===== config.mk =====
export PLATFORM = sky130hd
export DESIGN_NAME = fft_output_reader_flat
export DESIGN_NICKNAME = d
export VERILOG_FILES = /design/src/rtl/fft_output_reader_if.sv /design/src/rtl/fft_output_reader.sv /design/src/flat_wrapper.sv
export SDC_FILE = /design/constraint.sdc
export NUM_CORES = 1
export LEC_CHECK = 0
export CAP_MARGIN = 40
export CORE_ASPECT_RATIO = 1.1
export CORE_MARGIN = 5
export CORE_UTILIZATION = 28
export DETAILED_ROUTE_END_ITERATION = 10
export HOLD_SLACK_MARGIN = 0.02
export MAX_ROUTING_LAYER = met4
export SLEW_MARGIN = 10
export SYNTH_ARGS = -nofsm -noshare
export SYNTH_HDL_FRONTEND = slang
export SYNTH_SLANG_ARGS = --single-unit

===== constraint.sdc =====
create_clock -name i_clk -period 3.55 [get_ports i_clk]
set_input_delay 0.355 -clock i_clk [delete_from_list [all_inputs] [get_ports i_clk]]
set_output_delay 0.355 -clock i_clk [all_outputs]
set_load 0.02 [all_outputs]

===== src/rtl/fft_output_reader_if.sv =====
// fft_output_reader_if: result-write and natural-order read channels.
// master is the reader's view, slave is the core/consumer view.
`timescale 1ns/1ps
interface fft_output_reader_if #(
    parameter int DW = 16
);
    logic          i_wr_valid;
    logic [DW-1:0] i_wr_re;
    logic [DW-1:0] i_wr_im;
    logic          o_wr_ready;
    logic          o_rd_valid;
    logic [DW-1:0] o_rd_re;
    logic [DW-1:0] o_rd_im;
    logic          o_rd_last;
    logic          i_rd_ready;

    modport master (
        input  i_wr_valid, i_wr_re, i_wr_im, i_rd_ready,
        output o_wr_ready, o_rd_valid, o_rd_re, o_rd_im, o_rd_last
    );

    modport slave (
        output i_wr_valid, i_wr_re, i_wr_im, i_rd_ready,
        input  o_wr_ready, o_rd_valid, o_rd_re, o_rd_im, o_rd_last
    );
endinterface


===== src/rtl/fft_output_reader.sv =====
// fft_output_reader: captures 16 FFT results, streams them in bin order.
// Define FFT_READER_BITREV_EN for cores that emit bit-reversed results.
`timescale 1ns/1ps
module fft_output_reader #(
    parameter int DW = 16
) (
    input  logic                 i_clk,
    input  logic                 i_rst,
    input  logic                 i_cycle_done,
    fft_output_reader_if.master  io_bus,
    output logic                 o_busy,
    output logic                 o_overflow
);

    typedef enum logic [1:0] {
        S_IDLE,
        S_FILL,
        S_DRAIN
    } state_t;

    state_t          r_state;
    state_t          w_next;
    logic            r_done_q;
    logic [3:0]      r_wr_cnt;
    logic [3:0]      r_rd_ptr;
    logic            r_overflow;
    logic [2*DW-1:0] r_mem [16];

    logic            w_arm;
    logic            w_wr_fire;
    logic            w_rd_fire;
    logic            w_wr_last;
    logic [3:0]      w_wr_addr;
    logic [2*DW-1:0] w_rd_word;

    assign w_arm     = i_cycle_done & ~r_done_q;
    assign w_wr_fire = (r_state == S_FILL) & io_bus.i_wr_valid;
    assign w_rd_fire = (r_state == S_DRAIN) & io_bus.i_rd_ready;
    assign w_wr_last = w_wr_fire & (r_wr_cnt == 4'd15);

`ifdef FFT_READER_BITREV_EN
    assign w_wr_addr = {r_wr_cnt[0], r_wr_cnt[1], r_wr_cnt[2], r_wr_cnt[3]};
`else
    assign w_wr_addr = r_wr_cnt;
`endif

    assign w_rd_word  = r_mem[r_rd_ptr];
    assign o_overflow = r_overflow;

    // State register
    always_ff @(posedge i_clk or posedge i_rst) begin
        if (i_rst) r_state <= S_IDLE;
        else       r_state <= w_next;
    end

    // Next-state: arm starts a frame, 16th write drains, 16th read idles
    always_comb begin
        w_next = r_state;
        unique case (r_state)
            S_IDLE:  if (w_arm) w_next = S_FILL;
            S_FILL:  if (w_wr_last) w_next = S_DRAIN;
            S_DRAIN: if (w_rd_fire && r_rd_ptr == 4'd15) w_next = S_IDLE;
            default: w_next = S_IDLE;
        endcase
    end

    // Handshake outputs decoded from state only
    always_comb begin
        io_bus.o_wr_ready = 1'b0;
        io_bus.o_rd_valid = 1'b0;
        io_bus.o_rd_last  = 1'b0;
        o_busy            = 1'b0;
        unique case (r_state)
            S_FILL: begin
                io_bus.o_wr_ready = 1'b1;
                o_busy            = 1'b1;
            end
            S_DRAIN: begin
                io_bus.o_rd_valid = 1'b1;
                io_bus.o_rd_last  = (r_rd_ptr == 4'd15);
                o_busy            = 1'b1;
            end
            default: begin
                o_busy = 1'b0;
            end
        endcase
    end

    // Read data is the addressed slot; only meaningful while valid
    always_comb begin
        io_bus.o_rd_re = w_rd_word[DW-1:0];
        io_bus.o_rd_im = w_rd_word[2*DW-1:DW];
    end

    // Counters, edge detector and sticky overflow
    always_ff @(posedge i_clk or posedge i_rst) begin
        if (i_rst) begin
            r_done_q   <= 1'b0;
            r_wr_cnt   <= 4'd0;
            r_rd_ptr   <= 4'd0;
            r_overflow <= 1'b0;
        end else begin
            r_done_q <= i_cycle_done;
            if (w_arm && r_state != S_IDLE) r_overflow <= 1'b1;
            if (w_arm && r_state == S_IDLE) r_wr_cnt <= 4'd0;
            else if (w_wr_fire)             r_wr_cnt <= r_wr_cnt + 4'd1;
            if (w_wr_last)                  r_rd_ptr <= 4'd0;
            else if (w_rd_fire)             r_rd_ptr <= r_rd_ptr + 4'd1;
        end
    end

    // Sample array; not reset, contents are dead until a full fill
    always_ff @(posedge i_clk) begin
        if (w_wr_fire) r_mem[w_wr_addr] <= {io_bus.i_wr_im, io_bus.i_wr_re};
    end

endmodule

===== src/flat_wrapper.sv =====
// flat-port wrapper written by rule: the top's interface ports become plain ports
module fft_output_reader_flat 
#(
    parameter int DW = 16
)
  (i_clk, i_rst, i_cycle_done, o_busy, o_overflow, io_bus_i_wr_valid, io_bus_i_wr_re, io_bus_i_wr_im, io_bus_i_rd_ready, io_bus_o_wr_ready, io_bus_o_rd_valid, io_bus_o_rd_re, io_bus_o_rd_im, io_bus_o_rd_last);
  fft_output_reader_if #(.DW(DW)) io_bus_i ();
  input  logic i_clk;
  input  logic i_rst;
  input  logic i_cycle_done;
  output logic o_busy;
  output logic o_overflow;
  input wire logic [$bits(io_bus_i.i_wr_valid)-1:0] io_bus_i_wr_valid;
  input wire logic [$bits(io_bus_i.i_wr_re)-1:0] io_bus_i_wr_re;
  input wire logic [$bits(io_bus_i.i_wr_im)-1:0] io_bus_i_wr_im;
  input wire logic [$bits(io_bus_i.i_rd_ready)-1:0] io_bus_i_rd_ready;
  output wire logic [$bits(io_bus_i.o_wr_ready)-1:0] io_bus_o_wr_ready;
  output wire logic [$bits(io_bus_i.o_rd_valid)-1:0] io_bus_o_rd_valid;
  output wire logic [$bits(io_bus_i.o_rd_re)-1:0] io_bus_o_rd_re;
  output wire logic [$bits(io_bus_i.o_rd_im)-1:0] io_bus_o_rd_im;
  output wire logic [$bits(io_bus_i.o_rd_last)-1:0] io_bus_o_rd_last;
  assign io_bus_i.i_wr_valid = io_bus_i_wr_valid;
  assign io_bus_i.i_wr_re = io_bus_i_wr_re;
  assign io_bus_i.i_wr_im = io_bus_i_wr_im;
  assign io_bus_i.i_rd_ready = io_bus_i_rd_ready;
  assign io_bus_o_wr_ready = io_bus_i.o_wr_ready;
  assign io_bus_o_rd_valid = io_bus_i.o_rd_valid;
  assign io_bus_o_rd_re = io_bus_i.o_rd_re;
  assign io_bus_o_rd_im = io_bus_i.o_rd_im;
  assign io_bus_o_rd_last = io_bus_i.o_rd_last;
  fft_output_reader #(.DW(DW)) u_core (.i_clk(i_clk), .i_rst(i_rst), .i_cycle_done(i_cycle_done), .io_bus(io_bus_i), .o_busy(o_busy), .o_overflow(o_overflow));
endmodule

==> results.toml <==
[global_routing]
grt.overflow.total = 0
grtUsageTotal = 0.119
grt_max_degree = 45
grt_pass1_vias = 9773
antenna_found_initial = 3
grt_pass1_wl_um = 65900

[synth]
synth_edf_count = 512
synth-main-ff-cell = "edfxtp_1"
yosysTopAreaCellShare = 0.775
synth_seq_cells = 524
synth_cells = 878
yosysTopAreaCell = "edfxtp_1"
syn_avg_cell_area_um2 = 22.6
syn-num-nets = 925
yosys_warnings = 0
async_flop_share = 0.0229
yosysSeqAreaShare = 0.790
synth_area_leaders = "edfxtp_1 77%, mux4_2 15%, o22ai_1 2.0%"
yosysUniqueCellTypes = 33
synth.cell_area_um2 = 19900

[pwr]
p_clk_frac = 0.290
peakVddDrop_v = 0.000433
seqPwrFrac = 0.412
sw_frac_of_total = 0.300
p_comb_frac = 0.298
leakage_nw = 7.18
powerDensity_nw_per_um2 = 747
power.switching_mw = 5.29
p_int_mw = 12.3

[routing]
drc = 0
routed_wl_um = 44500
drt_iter0_drc = 753
via_per_inst = 4.64
drt_first_pass_iters = 5
num_vias = 9137
final_antenna_net_count = 0
avgRoutedWirePerCell_um = 22.6

[cts]
htreeDepth = 2
cts.sinks = 524
clk_pin_slew_ns = 0.06
cts_hold_buffers = 0
cts-buffers-inserted = 50
cts_root_buffer = "clkbuf_16"
clock_latency_ns = 0.60
cts_tree = "done"
post_cts_buffers = 0
cts-root-to-sink-buffers = 3
cts_resized = 0

[placement]
gp_congestion = 0.708
dp_cells = 1878
place_worst_setup_slack_ns = 0.729
port_buffers = 73
hpwlAfterDp_um = 25300

[critical_path]
worst-endpoint-arrival_ns = 3.07
cp_cell_sequence = "buf_12 > mux4_2 > o22ai_1 > nor2_1 > clkdlybuf4s50_1"
slowest_delay_ns = 0.63
crit_fanout = 25
worstPathRequired_ns = 3.19
critPathKind = "reg2out"
cp-start-kind = "flop"
critPathSlowestCell = "dfrtp_4"
endpoint_kind = "output port"

[timing]
worstMarginPinSlew_ns = 0.688
fin_crit_ns = 3.42
clock_skew_ns = 0.0239
timing.slew.headroom = 0.541
holdWs_ns = 0.0996
fin_crit_sh = 0.964
setup_violations = 0
hold_viol_final = 0
rsz0062_at_grt = "no"
setup_ws_ns = 0.126
fmax_mhz = 292
final_max_slew_viol_count = 0

[cells_and_area]
finalNetCount = 1041
num-fill-cells = 6514
area_growth_pct = 19.0
final_cell_count_no_fill = 1971
drive_gt1_frac = 0.253

[flow_run]
maxCapViolations = 0

[floorplanning]
core_area_um2 = 70300
die_w_um = 264
fp-row-count = 102
initial_core_util = 0.282
ioPinCount = 74
die_y_um = 289
die-area_um2 = 76300

[run_status]
status = "completed"

[hold_path]
hold_path.class = "in2async"
[metal layers]
metal  routed length [um]  track usage  vias to the layer above  share of wire
met2                22900        0.203                      220           0.51
li1                     -            -                     3946              -
met5                    0            -                        -              0
met1                18800        0.150                     4909           0.42
met3                 2020       0.0205                       62          0.045
met4                  817       0.0272                        0          0.018
[final timing paths]
kind	from	to	slack, ns	depth (start not counted)
setup / recovery	u_core.r_rd_ptr[0]	io_bus_o_rd_im[9]	0.13	5
hold / removal	i_rst	u_core.r_wr_cnt[0]	0.1	2
setup reg to reg	u_core.r_state[1]	u_core.r_mem[8][8]	0.97	5
hold reg to reg	u_core.o_overflow	u_core.o_overflow	0.49	1
max in group asynchronous	i_rst	u_core.r_rd_ptr[1]	3.03	2
min in group i_clk	i_cycle_done	u_core.r_done_q	0.25	1
[power groups by stage]
| stage | clock network [mW] | logic (mW) | registers (mW) |
|---|---|---|---|
| finish | 5.11 | 5.25 | 7.27 |
| global route | 5.50 | 5.63 | 7.30 |
| CTS | 5.25 | 5.39 | 7.27 |
| detailed placement | 0 | 5.37 | 7.41 |
| global placement | 0 | 5.36 | 7.39 |
| floorplan | 0 | 3.37 | 7.23 |
[synthesized netlist by cell type, drive strengths merged (2+ instances only)]
cell type / n
buf: 28
nand2b: 4
o22ai: 64
mux4: 128
edfxtp: 512
dfrtp: 12
inv: 7
clkbuf: 19
or3: 2
nand2: 10
or2: 3
a21oi: 4
nor2: 50
nand3b: 2
nand3: 8
xor2: 3
o21ai: 2
mux2: 2
ha: 10
nor3b: 2
[layout make-up]
cell class / count / area [um^2] / share of cell area
clock inverters: 32 / 264 / 0.0112
multi-input cells: 300 / 4020 / 0.170
diodes: 3 / 7.51 / 0.000318
inverters: 7 / 26.3 / 0.00111
clock buffers: 58 / 1300 / 0.0552
well taps: 936 / 1170 / 0.0496
repair buffers: 111 / 1140 / 0.0483
flip-flops and latches: 524 / 15700 / 0.664
[logic make-up (layout without fill, tap and decap cells)]
family / count (synthesis) / after routing / synth area share
other: 0 / 3 / 0
AO/OA/AOI/OAI: 72 / 72 / 0.0226
XOR/XNOR: 4 / 4 / 0.00177
AND/OR/NAND/NOR: 84 / 84 / 0.0197
flip-flops: 524 / 524 / 0.790
buffers and inverters: 54 / 208 / 0.0136
multiplexers: 130 / 130 / 0.146
adder cells (fa/ha/maj): 10 / 10 / 0.00630
[metrics by stage]
step                cell area (um^2)  setup TNS (ns)  power (mW)   util
finish                         23600               0        17.6  0.336
global route                   23600               0        18.4  0.336
CTS                            23600               0        17.9  0.336
detailed placement             22000               0        12.8  0.313
global placement               22000               0        12.8  0.313
floorplan                      19900          -33.62        10.6      -
[flip-flops by register name, indices dropped and copies added (netlist names)]
signal	cells
u_core.r_mem	512
u_core.r_rd_ptr	4
u_core.r_state	2
u_core.r_done_q	1
u_core.o_overflow	1
u_core.r_wr_cnt	4
[worst max-delay path: cells and delay by family (launching register included)]
family / cells / cell delay, ns
AOI/OAI and AO/OA: 1 / 0.27
buffers and inverters: 2 / 0.91
DFF: 1 / 0.63
muxes: 1 / 0.55
and+or+nand+nor: 1 / 0.10
[cells in the final DEF, fill, tap and decap left out, types with 2 or more instances in the layout]
| cell type | instances |
|---|---|
| a21oi_1 | 4 |
| buf_12 | 10 |
| buf_4 | 28 |
| bufinv_16 | 3 |
| clkbuf_1 | 7 |
| clkbuf_16 | 51 |
| clkdlybuf4s50_1 | 73 |
| clkinv_1 | 14 |
| clkinv_2 | 7 |
| clkinv_8 | 2 |
| clkinvlp_4 | 3 |
| dfrtp_1 | 9 |
| dfrtp_4 | 3 |
| diode_2 | 3 |
| edfxtp_1 | 512 |
| ha_1 | 10 |
| inv_1 | 6 |
| inv_8 | 2 |
| mux2_1 | 2 |
| mux4_2 | 128 |
| nand2_1 | 8 |
| nand2b_1 | 3 |
| nand3_1 | 7 |
| nand3b_1 | 2 |
| nor2_1 | 38 |
| nor2_4 | 12 |
| nor3b_2 | 2 |
| o21ai_0 | 2 |
| o22ai_1 | 64 |
| or2_2 | 2 |
| or3_1 | 2 |
| xor2_1 | 3 |
(Power assumes the default switching activity.)
